--- src/rtl/spi_transaction_sequencer_pkg.sv ---
// Shared types, error-bit positions and the read-detection helper for the
// SPI transaction sequencer.
package spi_seq_pkg;

    typedef enum logic [1:0] {
        S_IDLE  = 2'd0,
        S_ISSUE = 2'd1,
        S_GAP   = 2'd2
    } seq_state_t;

    localparam int ERR_BAD_LEN    = 0;
    localparam int ERR_UNEXP_READ = 1;

    // Widest transaction the helper below understands; callers pad unused
    // mask bits with 1 (write) so they never look like reads.
    localparam int SEQ_MAX_WIDTH = 64;

    function automatic logic expects_read(input logic [SEQ_MAX_WIDTH-1:0] rw_mask,
                                          input int unsigned length);
        logic r;
        r = 1'b0;
        for (int unsigned i = 0; i < SEQ_MAX_WIDTH; i++) begin
            if (i < length && !rw_mask[i]) r = 1'b1;
        end
        return r;
    endfunction

endpackage

--- src/rtl/spi_transaction_sequencer_if.sv ---
// Command, strobe, read-return and response bundle between the fabric,
// the sequencer and the downstream SPI core.
interface spi_seq_if #(
    parameter int DATA_WIDTH            = 32,
    parameter int TRANSACTION_LEN_WIDTH = 6,
    parameter int MAX_OUTSTANDING       = 4
);
    localparam int RPW = $clog2(MAX_OUTSTANDING) + 1;

    // Handshakes: a word moves on a cycle where valid && ready are both high;
    // valid and its payload stay stable until that cycle, and ready may be
    // asserted without valid. spi_read_valid is a pulse with no back-pressure.
    logic                             cmd_valid;
    logic                             cmd_ready;
    logic [TRANSACTION_LEN_WIDTH-1:0] cmd_length;
    logic [DATA_WIDTH-1:0]            cmd_data;
    logic [DATA_WIDTH-1:0]            cmd_rw_mask;
    logic [TRANSACTION_LEN_WIDTH-1:0] transaction_length;
    logic [DATA_WIDTH-1:0]            transaction_data;
    logic [DATA_WIDTH-1:0]            transaction_rw_mask;
    logic                             spi_read_valid;
    logic [DATA_WIDTH-1:0]            spi_read_data;
    logic                             rsp_valid;
    logic                             rsp_ready;
    logic [DATA_WIDTH-1:0]            rsp_data;
    logic [RPW-1:0]                   reads_pending;
    logic                             busy;
    logic [1:0]                       err;
    logic                             err_clear;

    modport slave (
        input  cmd_valid, cmd_length, cmd_data, cmd_rw_mask,
        input  spi_read_valid, spi_read_data, rsp_ready, err_clear,
        output cmd_ready, transaction_length, transaction_data, transaction_rw_mask,
        output rsp_valid, rsp_data, reads_pending, busy, err
    );

    modport master (
        output cmd_valid, cmd_length, cmd_data, cmd_rw_mask,
        output spi_read_valid, spi_read_data, rsp_ready, err_clear,
        input  cmd_ready, transaction_length, transaction_data, transaction_rw_mask,
        input  rsp_valid, rsp_data, reads_pending, busy, err
    );

endinterface

--- src/rtl/spi_transaction_sequencer_sync_fifo.sv ---
// Single-clock first-word-fall-through FIFO; rdata shows the head entry
// whenever empty is low. Pushes when full and pops when empty are ignored.
module sync_fifo #(
    parameter int WIDTH = 8,
    parameter int DEPTH = 4
) (
    input  logic                   clk,
    input  logic                   reset,
    input  logic                   push,
    input  logic [WIDTH-1:0]       wdata,
    input  logic                   pop,
    output logic [WIDTH-1:0]       rdata,
    output logic                   full,
    output logic                   empty,
    output logic [$clog2(DEPTH):0] count
);
    localparam int AW = (DEPTH > 1) ? $clog2(DEPTH) : 1;
    localparam int CW = $clog2(DEPTH) + 1;

    logic [WIDTH-1:0] mem [DEPTH];
    logic [AW-1:0]    wr_ptr;
    logic [AW-1:0]    rd_ptr;
    logic             do_push;
    logic             do_pop;

    function automatic logic [AW-1:0] ptr_inc(input logic [AW-1:0] p);
        return (p == AW'(DEPTH - 1)) ? '0 : p + AW'(1);
    endfunction

    assign full    = (count == CW'(DEPTH));
    assign empty   = (count == '0);
    assign do_push = push && !full;
    assign do_pop  = pop && !empty;
    assign rdata   = mem[rd_ptr];

    always_ff @(posedge clk) begin
        if (do_push) mem[wr_ptr] <= wdata;
    end

    always_ff @(posedge clk) begin
        if (reset) begin
            wr_ptr <= '0;
            rd_ptr <= '0;
            count  <= '0;
        end else begin
            if (do_push) wr_ptr <= ptr_inc(wr_ptr);
            if (do_pop)  rd_ptr <= ptr_inc(rd_ptr);
            case ({do_push, do_pop})
                2'b10:   count <= count + CW'(1);
                2'b01:   count <= count - CW'(1);
                default: count <= count;
            endcase
        end
    end

endmodule

--- src/rtl/spi_transaction_sequencer.sv ---
// Queues SPI commands, issues one length strobe per command with enforced
// spacing, reserves read credits and buffers returned read words.
module spi_transaction_sequencer
    import spi_seq_pkg::*;
#(
    parameter int DATA_WIDTH            = 32,
    parameter int TRANSACTION_LEN_WIDTH = 6,
    parameter int CMD_DEPTH             = 8,
    parameter int MAX_OUTSTANDING       = 4,
    parameter int ISSUE_GAP             = 4
) (
    input  logic       fabric_clk,
    input  logic       reset,
    spi_seq_if.slave   bus,
    output seq_state_t state_dbg
);
    localparam int          LW      = TRANSACTION_LEN_WIDTH;
    localparam int          DW      = DATA_WIDTH;
    localparam int          CMD_W   = LW + 2 * DW + 1;
    localparam int          CCW     = $clog2(CMD_DEPTH) + 1;
    localparam int          RPW     = $clog2(MAX_OUTSTANDING) + 1;
    localparam int          GW      = $clog2(ISSUE_GAP);
    localparam int unsigned MAX_LEN = DATA_WIDTH;

    seq_state_t state, state_n;
    logic [GW-1:0] gap_cnt, gap_n;

    logic             cmd_push, cmd_pop, cmd_full, cmd_empty;
    logic [CCW-1:0]   cmd_count;
    logic [CMD_W-1:0] cmd_wdata, cmd_rdata;
    logic [SEQ_MAX_WIDTH-1:0] mask_ext;
    logic             push_exp;

    logic [LW-1:0] head_len;
    logic [DW-1:0] head_mask, head_data;
    logic          head_exp, head_len_bad;

    logic          issue, bad_len;
    logic [LW-1:0] len_q;
    logic [DW-1:0] data_q, mask_q;
    logic [RPW-1:0] reads_pending;
    logic [1:0]    err_q, err_n;

    logic           rsp_push, rsp_pop, rsp_full, rsp_empty, in_flight, unexp_read;
    logic [RPW-1:0] rsp_count;
    logic           credit_take, credit_release;

    // Mask bits past DATA_WIDTH read as writes so they never fake a read.
    always_comb begin
        mask_ext             = '1;
        mask_ext[DW-1:0]     = bus.cmd_rw_mask;
    end

    assign push_exp  = expects_read(mask_ext, 32'(bus.cmd_length));
    assign cmd_push  = bus.cmd_valid && !cmd_full;
    assign cmd_wdata = {bus.cmd_length, bus.cmd_rw_mask, bus.cmd_data, push_exp};

    sync_fifo #(.WIDTH(CMD_W), .DEPTH(CMD_DEPTH)) u_cmd_fifo (
        .clk   (fabric_clk),
        .reset (reset),
        .push  (cmd_push),
        .wdata (cmd_wdata),
        .pop   (cmd_pop),
        .rdata (cmd_rdata),
        .full  (cmd_full),
        .empty (cmd_empty),
        .count (cmd_count)
    );

    assign head_len     = cmd_rdata[CMD_W-1 -: LW];
    assign head_mask    = cmd_rdata[2*DW : DW+1];
    assign head_data    = cmd_rdata[DW:1];
    assign head_exp     = cmd_rdata[0];
    assign head_len_bad = (head_len == '0) || (32'(head_len) > MAX_LEN);

    always_comb begin
        state_n = state;
        gap_n   = gap_cnt;
        cmd_pop = 1'b0;
        issue   = 1'b0;
        bad_len = 1'b0;
        case (state)
            S_IDLE: begin
                if (!cmd_empty) begin
                    if (head_len_bad) begin
                        cmd_pop = 1'b1;
                        bad_len = 1'b1;
                    end else if (!head_exp || reads_pending < RPW'(MAX_OUTSTANDING)) begin
                        cmd_pop = 1'b1;
                        issue   = 1'b1;
                        state_n = S_ISSUE;
                    end
                end
            end
            S_ISSUE: begin
                state_n = S_GAP;
                gap_n   = GW'(ISSUE_GAP - 2);
            end
            S_GAP: begin
                // Leaving on the last gap cycle lets IDLE pop in the cycle
                // before the next strobe, keeping strobes ISSUE_GAP apart.
                gap_n   = gap_cnt - GW'(1);
                state_n = (gap_cnt <= GW'(1)) ? S_IDLE : S_GAP;
            end
            default: state_n = S_IDLE;
        endcase
    end

    // Credits reserved beyond the words already buffered are reads still owed
    // by the core; rsp_full implies none are owed.
    assign in_flight      = (reads_pending > rsp_count) && !rsp_full;
    assign rsp_push       = bus.spi_read_valid && in_flight;
    assign unexp_read     = bus.spi_read_valid && !in_flight;
    assign rsp_pop        = bus.rsp_ready && !rsp_empty;
    assign credit_take    = issue && head_exp;
    assign credit_release = rsp_pop;

    sync_fifo #(.WIDTH(DW), .DEPTH(MAX_OUTSTANDING)) u_rsp_fifo (
        .clk   (fabric_clk),
        .reset (reset),
        .push  (rsp_push),
        .wdata (bus.spi_read_data),
        .pop   (rsp_pop),
        .rdata (bus.rsp_data),
        .full  (rsp_full),
        .empty (rsp_empty),
        .count (rsp_count)
    );

    always_comb begin
        err_n = err_q;
        if (bus.err_clear) err_n = '0;
        if (bad_len)       err_n[ERR_BAD_LEN]    = 1'b1;
        if (unexp_read)    err_n[ERR_UNEXP_READ] = 1'b1;
    end

    always_ff @(posedge fabric_clk) begin
        if (reset) begin
            state         <= S_IDLE;
            gap_cnt       <= '0;
            len_q         <= '0;
            data_q        <= '0;
            mask_q        <= '0;
            reads_pending <= '0;
            err_q         <= '0;
        end else begin
            state   <= state_n;
            gap_cnt <= gap_n;
            err_q   <= err_n;
            if (issue) begin
                len_q  <= head_len;
                data_q <= head_data;
                mask_q <= head_mask;
            end
            case ({credit_take, credit_release})
                2'b10:   reads_pending <= reads_pending + RPW'(1);
                2'b01:   reads_pending <= reads_pending - RPW'(1);
                default: reads_pending <= reads_pending;
            endcase
        end
    end

    assign bus.cmd_ready           = !cmd_full;
    assign bus.transaction_length  = (state == S_ISSUE) ? len_q : '0;
    assign bus.transaction_data    = data_q;
    assign bus.transaction_rw_mask = mask_q;
    assign bus.rsp_valid           = !rsp_empty;
    assign bus.reads_pending       = reads_pending;
    assign bus.err                 = err_q;
    assign bus.busy                = (cmd_count != '0) || (state != S_IDLE) || (reads_pending != '0);
    assign state_dbg               = state;

endmodule
--- src/flat_wrapper.sv ---
// flat-port wrapper written by rule: the top's interface ports become plain ports
module spi_transaction_sequencer_flat import spi_seq_pkg::*;
#(
    parameter int DATA_WIDTH            = 32,
    parameter int TRANSACTION_LEN_WIDTH = 6,
    parameter int CMD_DEPTH             = 8,
    parameter int MAX_OUTSTANDING       = 4,
    parameter int ISSUE_GAP             = 4
)
  (fabric_clk, reset, state_dbg, bus_cmd_valid, bus_cmd_length, bus_cmd_data, bus_cmd_rw_mask, bus_spi_read_valid, bus_spi_read_data, bus_rsp_ready, bus_err_clear, bus_cmd_ready, bus_transaction_length, bus_transaction_data, bus_transaction_rw_mask, bus_rsp_valid, bus_rsp_data, bus_reads_pending, bus_busy, bus_err);
  spi_seq_if #(.DATA_WIDTH(DATA_WIDTH), .TRANSACTION_LEN_WIDTH(TRANSACTION_LEN_WIDTH), .MAX_OUTSTANDING(MAX_OUTSTANDING)) bus_i ();
  input  logic fabric_clk;
  input  logic reset;
  output seq_state_t state_dbg;
  input wire logic [$bits(bus_i.cmd_valid)-1:0] bus_cmd_valid;
  input wire logic [$bits(bus_i.cmd_length)-1:0] bus_cmd_length;
  input wire logic [$bits(bus_i.cmd_data)-1:0] bus_cmd_data;
  input wire logic [$bits(bus_i.cmd_rw_mask)-1:0] bus_cmd_rw_mask;
  input wire logic [$bits(bus_i.spi_read_valid)-1:0] bus_spi_read_valid;
  input wire logic [$bits(bus_i.spi_read_data)-1:0] bus_spi_read_data;
  input wire logic [$bits(bus_i.rsp_ready)-1:0] bus_rsp_ready;
  input wire logic [$bits(bus_i.err_clear)-1:0] bus_err_clear;
  output wire logic [$bits(bus_i.cmd_ready)-1:0] bus_cmd_ready;
  output wire logic [$bits(bus_i.transaction_length)-1:0] bus_transaction_length;
  output wire logic [$bits(bus_i.transaction_data)-1:0] bus_transaction_data;
  output wire logic [$bits(bus_i.transaction_rw_mask)-1:0] bus_transaction_rw_mask;
  output wire logic [$bits(bus_i.rsp_valid)-1:0] bus_rsp_valid;
  output wire logic [$bits(bus_i.rsp_data)-1:0] bus_rsp_data;
  output wire logic [$bits(bus_i.reads_pending)-1:0] bus_reads_pending;
  output wire logic [$bits(bus_i.busy)-1:0] bus_busy;
  output wire logic [$bits(bus_i.err)-1:0] bus_err;
  assign bus_i.cmd_valid = bus_cmd_valid;
  assign bus_i.cmd_length = bus_cmd_length;
  assign bus_i.cmd_data = bus_cmd_data;
  assign bus_i.cmd_rw_mask = bus_cmd_rw_mask;
  assign bus_i.spi_read_valid = bus_spi_read_valid;
  assign bus_i.spi_read_data = bus_spi_read_data;
  assign bus_i.rsp_ready = bus_rsp_ready;
  assign bus_i.err_clear = bus_err_clear;
  assign bus_cmd_ready = bus_i.cmd_ready;
  assign bus_transaction_length = bus_i.transaction_length;
  assign bus_transaction_data = bus_i.transaction_data;
  assign bus_transaction_rw_mask = bus_i.transaction_rw_mask;
  assign bus_rsp_valid = bus_i.rsp_valid;
  assign bus_rsp_data = bus_i.rsp_data;
  assign bus_reads_pending = bus_i.reads_pending;
  assign bus_busy = bus_i.busy;
  assign bus_err = bus_i.err;
  spi_transaction_sequencer #(.DATA_WIDTH(DATA_WIDTH), .TRANSACTION_LEN_WIDTH(TRANSACTION_LEN_WIDTH), .CMD_DEPTH(CMD_DEPTH), .MAX_OUTSTANDING(MAX_OUTSTANDING), .ISSUE_GAP(ISSUE_GAP)) u_core (.fabric_clk(fabric_clk), .reset(reset), .bus(bus_i), .state_dbg(state_dbg));
endmodule
--- config.mk ---
export PLATFORM = sky130hd
export DESIGN_NAME = spi_transaction_sequencer_flat
export DESIGN_NICKNAME = d
export VERILOG_FILES = /design/src/rtl/spi_transaction_sequencer_pkg.sv /design/src/rtl/spi_transaction_sequencer_if.sv /design/src/rtl/spi_transaction_sequencer_sync_fifo.sv /design/src/rtl/spi_transaction_sequencer.sv /design/src/flat_wrapper.sv
export SDC_FILE = /design/constraint.sdc
export NUM_CORES = 1
export LEC_CHECK = 0
export CORE_UTILIZATION = 50
export DETAILED_ROUTE_END_ITERATION = 10
export DONT_BUFFER_PORTS = 1
export GPL_TIMING_DRIVEN = 0
export MAX_ROUTING_LAYER = met4
export PLACE_DENSITY = 0.72
export SLEW_MARGIN = 0
export SYNTH_ARGS = -nofsm -noshare
export SYNTH_HDL_FRONTEND = slang
export SYNTH_HIERARCHICAL = 1
export SYNTH_SLANG_ARGS = --single-unit
--- constraint.sdc ---
create_clock -name fabric_clk -period 24.9 [get_ports fabric_clk]
set_clock_uncertainty 0.2 [all_clocks]
set_input_delay 1.245 -clock fabric_clk [delete_from_list [all_inputs] [get_ports fabric_clk]]
set_output_delay 1.245 -clock fabric_clk [all_outputs]
set_load 0.05 [all_outputs]
## Word-level counts from Yosys, hierarchy flattened

Memories as Yosys holds them, arrays and structs flattened. A register that Yosys moved wholly into a read port is not among the register bits.
Cells that the tools add are included.

| cells by class | value |
|---|---|
| mux-type cells | 67 |
| order comparisons | 36 |
| equality and inequality tests | 17 |
| reduce and logical (&&, ||, !) cells | 98 |
| add/sub/neg operators | 11 |

Operator list:

| kind | count |
|---|---|
| 5-bit by 6-bit < comparator with 1-bit output, first input constant | 16 |
| 4-bit by 6-bit < comparator with 1-bit output, first input constant | 8 |
| 1-bit two-way mux | 48 |
| 1-bit logical AND | 42 |
| 1-bit zero test | 38 |
| 3-bit by 6-bit < comparator with 1-bit output, first input constant | 4 |
| 2-bit two-way mux | 9 |
| 2-bit nonzero test | 7 |
| 3-bit by 1-bit adder with 3-bit output, second input constant | 4 |
| 2-bit == test, second input constant | 6 |
| 1-bit by 6-bit < comparator with 1-bit output, first input constant | 2 |
| 2-bit by 6-bit < comparator with 1-bit output, first input constant | 2 |
| 3-bit two-way mux | 4 |
| 3-bit case mux with 2 select lines | 2 |
| 3-bit == test, second input constant | 3 |
| 2-bit by 1-bit == test with 1-bit output, second input constant | 4 |
| 4-bit case mux with 2 select lines | 1 |
| 6-bit greater-than comparator, second input constant | 1 |
| 6-bit zero test | 1 |
| 6-bit two-way mux | 1 |
| 2-bit case mux with 3 select lines | 1 |
| 3-bit by 1-bit subtractor with 3-bit output, second input constant | 2 |
| 2-bit by 1-bit adder with 2-bit output, second input constant | 2 |
| 4-bit by 1-bit adder with 4-bit output, second input constant | 1 |
| other kinds (16) | 20 |

| storage, ports and cells | value |
|---|---|
| bits in writable memories | 696 |
| flip-flop bits (word level) | 96 |
| word-level logic and storage cells | 245 |
| memories | 2 |
| input port bits | 108 |

Memory list:

| name | words | bits a word | rd ports | clocked after Yosys merged registers in | write ports | RTL line | source |
|---|---|---|---|---|---|---|---|
| u_core.u_cmd_fifo.mem | 8 | 71 | 1 | 1 | 1 | spi_transaction_sequencer_sync_fifo.sv:20 | `logic [WIDTH-1:0] mem [DEPTH];` |
| u_core.u_rsp_fifo.mem | 4 | 32 | 1 | 1 | 1 | spi_transaction_sequencer_sync_fifo.sv:20 |  |

## Logic depth before layout (Yosys ltp)

| logic depth | value |
|---|---|
| word-level depth | 34 |
| depth in mapped cells | 18 |

## Hierarchy

The synthesis kept the hierarchy.

Modules (own cells, without submodules):

| module | instances | area an instance (um2) | cells an instance | seq. area each (um2) |
|---|---|---|---|---|
| sync_fifo at u_core.u_cmd_fifo | 1 | 21978.6 | 899 | 17316.6 |
| sync_fifo at u_core.u_rsp_fifo | 1 | 5102.4 | 221 | 4023.9 |
| spi_transaction_sequencer | 1 | 3459.6 | 460 | 1581.5 |

## Worst setup path before layout

OpenSTA, ideal clock, no wires.

| timing | value |
|---|---|
| path type | input to register |
| start point | in bus_cmd_valid |
| end point | mem u_core/u_cmd_fifo/mem[0][0] (netlist bit) (enable) |
| arrival time | 8.467 ns |
| buffers on the path | 1 |
| stages | 4 |
| path slack | 15.558 ns |
| cells stage by stage | nor2b_1 a21bo_1 buf_2 nor4_1 |

| on the way | value |
|---|---|
| cells in the longest elaborated chain, start to end | 4 |

Ends and longest elaborated chain:

| item | RTL line | source |
|---|---|---|
| start, declared | flat_wrapper.sv:15 | `input wire logic [$bits(bus_i.cmd_valid)-1:0] bus_cmd_valid;` |
| 1-bit logical AND | spi_transaction_sequencer.sv:55 | `assign cmd_push = bus.cmd_valid && !cmd_full;` |
| 1-bit logical AND | spi_transaction_sequencer_sync_fifo.sv:32 | `assign do_push = push && !full;` |
| 1-bit two-way mux | spi_transaction_sequencer_sync_fifo.sv:37 | `if (do_push) mem[wr_ptr] <= wdata;` |
| 1-bit two-way mux (not written as such) | spi_transaction_sequencer_sync_fifo.sv:37 |  |
| end, declared | spi_transaction_sequencer_sync_fifo.sv:20 |  |

Every way passes these cells.

==> impl_results.md <==
- Most used cell, CP: clkbuf_1
- Worst vdd ir: between 100 and 150 uV
- RSZ-0062 raised after global routing: false
- Vias in the first global route: about 16,000
- Crit-path leading delay family: buffers and inverters
- Rows: 90
- CTS tree: built
- Max Buffers Root-to-Sink: 3
- Tcrit/Tclk final: approximately a quarter
- PD cells: 105.0 mW/mm^2
- CP Buf/Inv Count: 6
- Starting DRC count in detailed routing: 1,507
- Post-CTS sizing: 0
- Crit path launch type: register
- Minimum clock period: 6.001 ns
- Top cell type's share of synthesized area: 68.43%
- Syn Nets: roughly 1,700
- Least-Margin Pin Slew: 1.178 ns
- Worst Hold Class: register to register
- DRT antenna net count: 0
- Die area: about 0.062 mm^2
- CP peak stage delay: approximately 0.60 ns
- Int Power: 2.509 mW
- Largest net degree at the start of global routing: 33
- Fin. Hold Viols: 0
- Register clock-pin slew on the reported worst setup and hold paths: 0.07 ns
- Critical-path top delay cell: clkbuf_1
- Status: completed
- Worst Path Class, Setup: register to register
- Final Max Slew Viols: 0
- Final wirelength: 70,740 um
- Syn-to-layout area delta: 13.95%
- Slew margin rel.: approximately 21%
- Synthesized instance count: 1,580
- 1st-pass router iterations: 5
- Fillers: 4,348
- Hold WS: between 0.2 and 0.3 ns
- Worst EP arrival: 6.35 ns
- Port bufs: 0
- Clock root buffer: clkbuf_16
- CTS sink cnt: 797
- Final setup violation count: 0
- Switch share: 31.32%
- LEAKAGE: 11.02 nW
- Initial core utilization: 50.60%
- Vias: 15,460
- Via density: between 6 and 7
- Yosys warning count: 6
- Gr ovfl total: 0
- Routability cong.: 0.8390
- Final Core Density: 57.66%
- Primary FF master, synth: edfxtp_1
- FF+latch count, synth: 797
- Total CTS buffers: 79
- Number of enable flip-flop cells after synthesis: 696
- CP Cell Sequence: clkbuf_1 > clkbuf_1 > buf_2 > mux4_2 > mux2_2 > or4_1 > o21ai_1 > and4_1 > clkbuf_1 > buf_2 > nand2_1 > ha_1 > inv_1 > fa_1 > xor2_1 > or3_1 > a21oi_1
- Sequential share of power: between 40% and 50%
- Required time of the critical path: 25.25 ns
- Detail Placement HPWL: 46,910 um
- First-pass GRT wire length: roughly 100,000 um
- Mapped cell area: 0.03054 mm^2
- CP Capture Type: register
- Sw Pwr: 1.144 mW
- Post-CTS setup repair buffer count: 0
- Async S/R FF share, synth: 0%
- Clock power share: 31.6%
- Max FO, Critical Path: 10
- Max Cap Viol: 0
- H-tree depth: 3
- Number of placed I/O pins: 220
- Ranking of synthesized cells by area: edfxtp_1 (68%), mux4_2 (13%), dfxtp_1 (6.6%)
- F_max: about 170 MHz
- Remaining DRCs: 0
- Hold buffers post-CTS: 0
- Die X: 249.1 um
- Wire length per cell: between 20 and 30 um
- Setup TNS: 0 ns
- Power share of the combinational group: 19.7%
- Hold path startpoint: u_core/len_q[2]
- Die Ht: ~250 um
- Area leader, netlist: edfxtp_1
- Share of layout cells above drive strength 1: between 20 and 30%
- Nets: 1,849
- Mean Syn Cell Area: slightly below 20 um^2
- Yosys cell types: 57
- Total global-route track usage: a little under a quarter
- Worst-Skew Late Latency: between 0.6 and 0.7 ns
- Core Area: 0.06036 mm^2
- PnR Total Power: 3.653 mW
- Initial antenna violation count: 1
- Register area share after synthesis: 75.05%
-- cell usage in the layout (no fill, tap or decap), drive strengths merged, types with 3 or more instances in the layout --
cell type | synthesis | final
nand3 | 5 | 5
a21oi | 95 | 95
nand2b | 5 | 5
o21ai | 17 | 17
or3 | 8 | 8
clkbuf | 30 | 137
and2 | 8 | 8
nand4 | 3 | 3
mux4 | 174 | 174
a211oi | 3 | 3
clkinv | 0 | 32
a31oi | 4 | 4
or4 | 4 | 4
o31ai | 3 | 3
nor2b | 8 | 8
nor2 | 28 | 28
ha | 21 | 21
o22ai | 3 | 3
bufinv | 0 | 3
nor3 | 11 | 11
xor2 | 7 | 7
mux2i | 3 | 3
mux2 | 73 | 73
and3 | 6 | 6
inv | 25 | 29
nor4 | 4 | 4
buf | 52 | 109
edfxtp | 696 | 696
dfxtp | 101 | 101
nand2 | 156 | 156
-- cells in the mapped netlist (all sizes together), types with 2 or more instances --
cell type and count:
a21oi 95, nand3 5, a211oi 3, nor3 11, o31ai 3, and3 6, nor2b 8, o2111ai 2
nand4 3, or3b 2, buf 52, o211ai 2, fa 2, a31oi 4, mux2 73, nor4 4
o21ai 17, nor2 28, or3 8, ha 21, edfxtp 696, nor3b 2, and2 8, o22ai 3
mux2i 3, dfxtp 101, or4 4, clkbuf 30, inv 25, xor2 7, nand2 156, nand2b 5
a22oi 2, a21o 2, mux4 174
-- worst register-to-register path: cells and delay by family (launching register included) --
| kind | cells | cell delay [ns] |
|---|---|---|
| simple gates | 4 | 1.31 |
| flops | 1 | 0.32 |
| fa+ha+maj | 2 | 0.40 |
| mux | 2 | 0.65 |
| xor+xnor | 1 | 0.07 |
| compound gates | 2 | 0.71 |
| buf+inv | 6 | 2.27 |
-- power by group through the flow --
| stage | clock (mW) | sequential [mW] | combinational (mW) |
|---|---|---|---|
| after floorplan | 0 | 1.79 | 0.516 |
| final | 1.16 | 1.78 | 0.718 |
| after CTS | 1.17 | 1.78 | 0.721 |
| after detailed placement | 0 | 1.81 | 0.715 |
| after global routing | 1.22 | 1.79 | 0.760 |
| after global placement | 0 | 1.82 | 0.680 |
-- metrics by stage --
step,setup WS [ns],cell area (um^2),std cells
after global placement,8.536,31520,2362
after CTS,19.03,34800,2565
after floorplan,15.56,30540,1580
after detailed placement,19.03,32270,2419
final,18.90,34800,2566
after global routing,18.73,34800,2566
-- sequential cells by signal, indices dropped and copies added (netlist names), named ones only --
name and flops:
u_core/bus.err 2, u_core/u_rsp_fifo/mem 128, u_core/u_rsp_fifo/count 3, u_core/u_cmd_fifo/rd_ptr 3, u_core/bus.transaction_rw_mask 32, u_core/u_cmd_fifo/mem 568
u_core/u_cmd_fifo/count 4, u_core/bus.transaction_data 32, u_core/bus.reads_pending 3, u_core/len_q 6, u_core/state_dbg 2, u_core/u_rsp_fifo/wr_ptr 2
u_core/u_rsp_fifo/rd_ptr 2, u_core/gap_cnt 2, u_core/u_cmd_fifo/wr_ptr 3
-- kinds of logic after synthesis --
family / share of synthesized area [%]
adder cells (fa/ha/maj): 1.024
AND/OR/NAND/NOR: 3.695
buffers and inverters: 1.762
XOR/XNOR: 0.2007
multiplexers: 15.62
flip-flops: 75.05
AO/OA/AOI/OAI: 2.642
-- worst paths after layout --
path                                      end  slack (ns)  cells past startpoint
setup / recovery  u_core/bus.reads_pending[2]       18.90                     17
setup reg to reg  u_core/bus.reads_pending[2]       18.90                     17
hold / removal                u_core/len_q[2]        0.26                      2
hold reg to reg               u_core/len_q[2]        0.26                      2
-- final cells by class --
class,count,area (um^2),share of cell area [%]
sequential,797,22920,65.87
multi-input combinational,676,7131,20.49
clock buffer,107,2153,6.188
tap,782,978.4,2.812
timing repair buffer,57,698.2,2.006
buffer,82,444.2,1.276
clock inverter,39,376.6,1.082
inverter,25,93.84,0.2697
antenna,1,2.502,0.007191
-- metal layers --
metal	GRT usage (%)	share of wire (%)	up-vias
met5	-	0	-
met4	7.813	2.7	0
li1	-	-	6583
met2	38.86	50	711
met3	7.524	10	132
met1	28.18	37	8038
(Power assumes the default switching activity.)
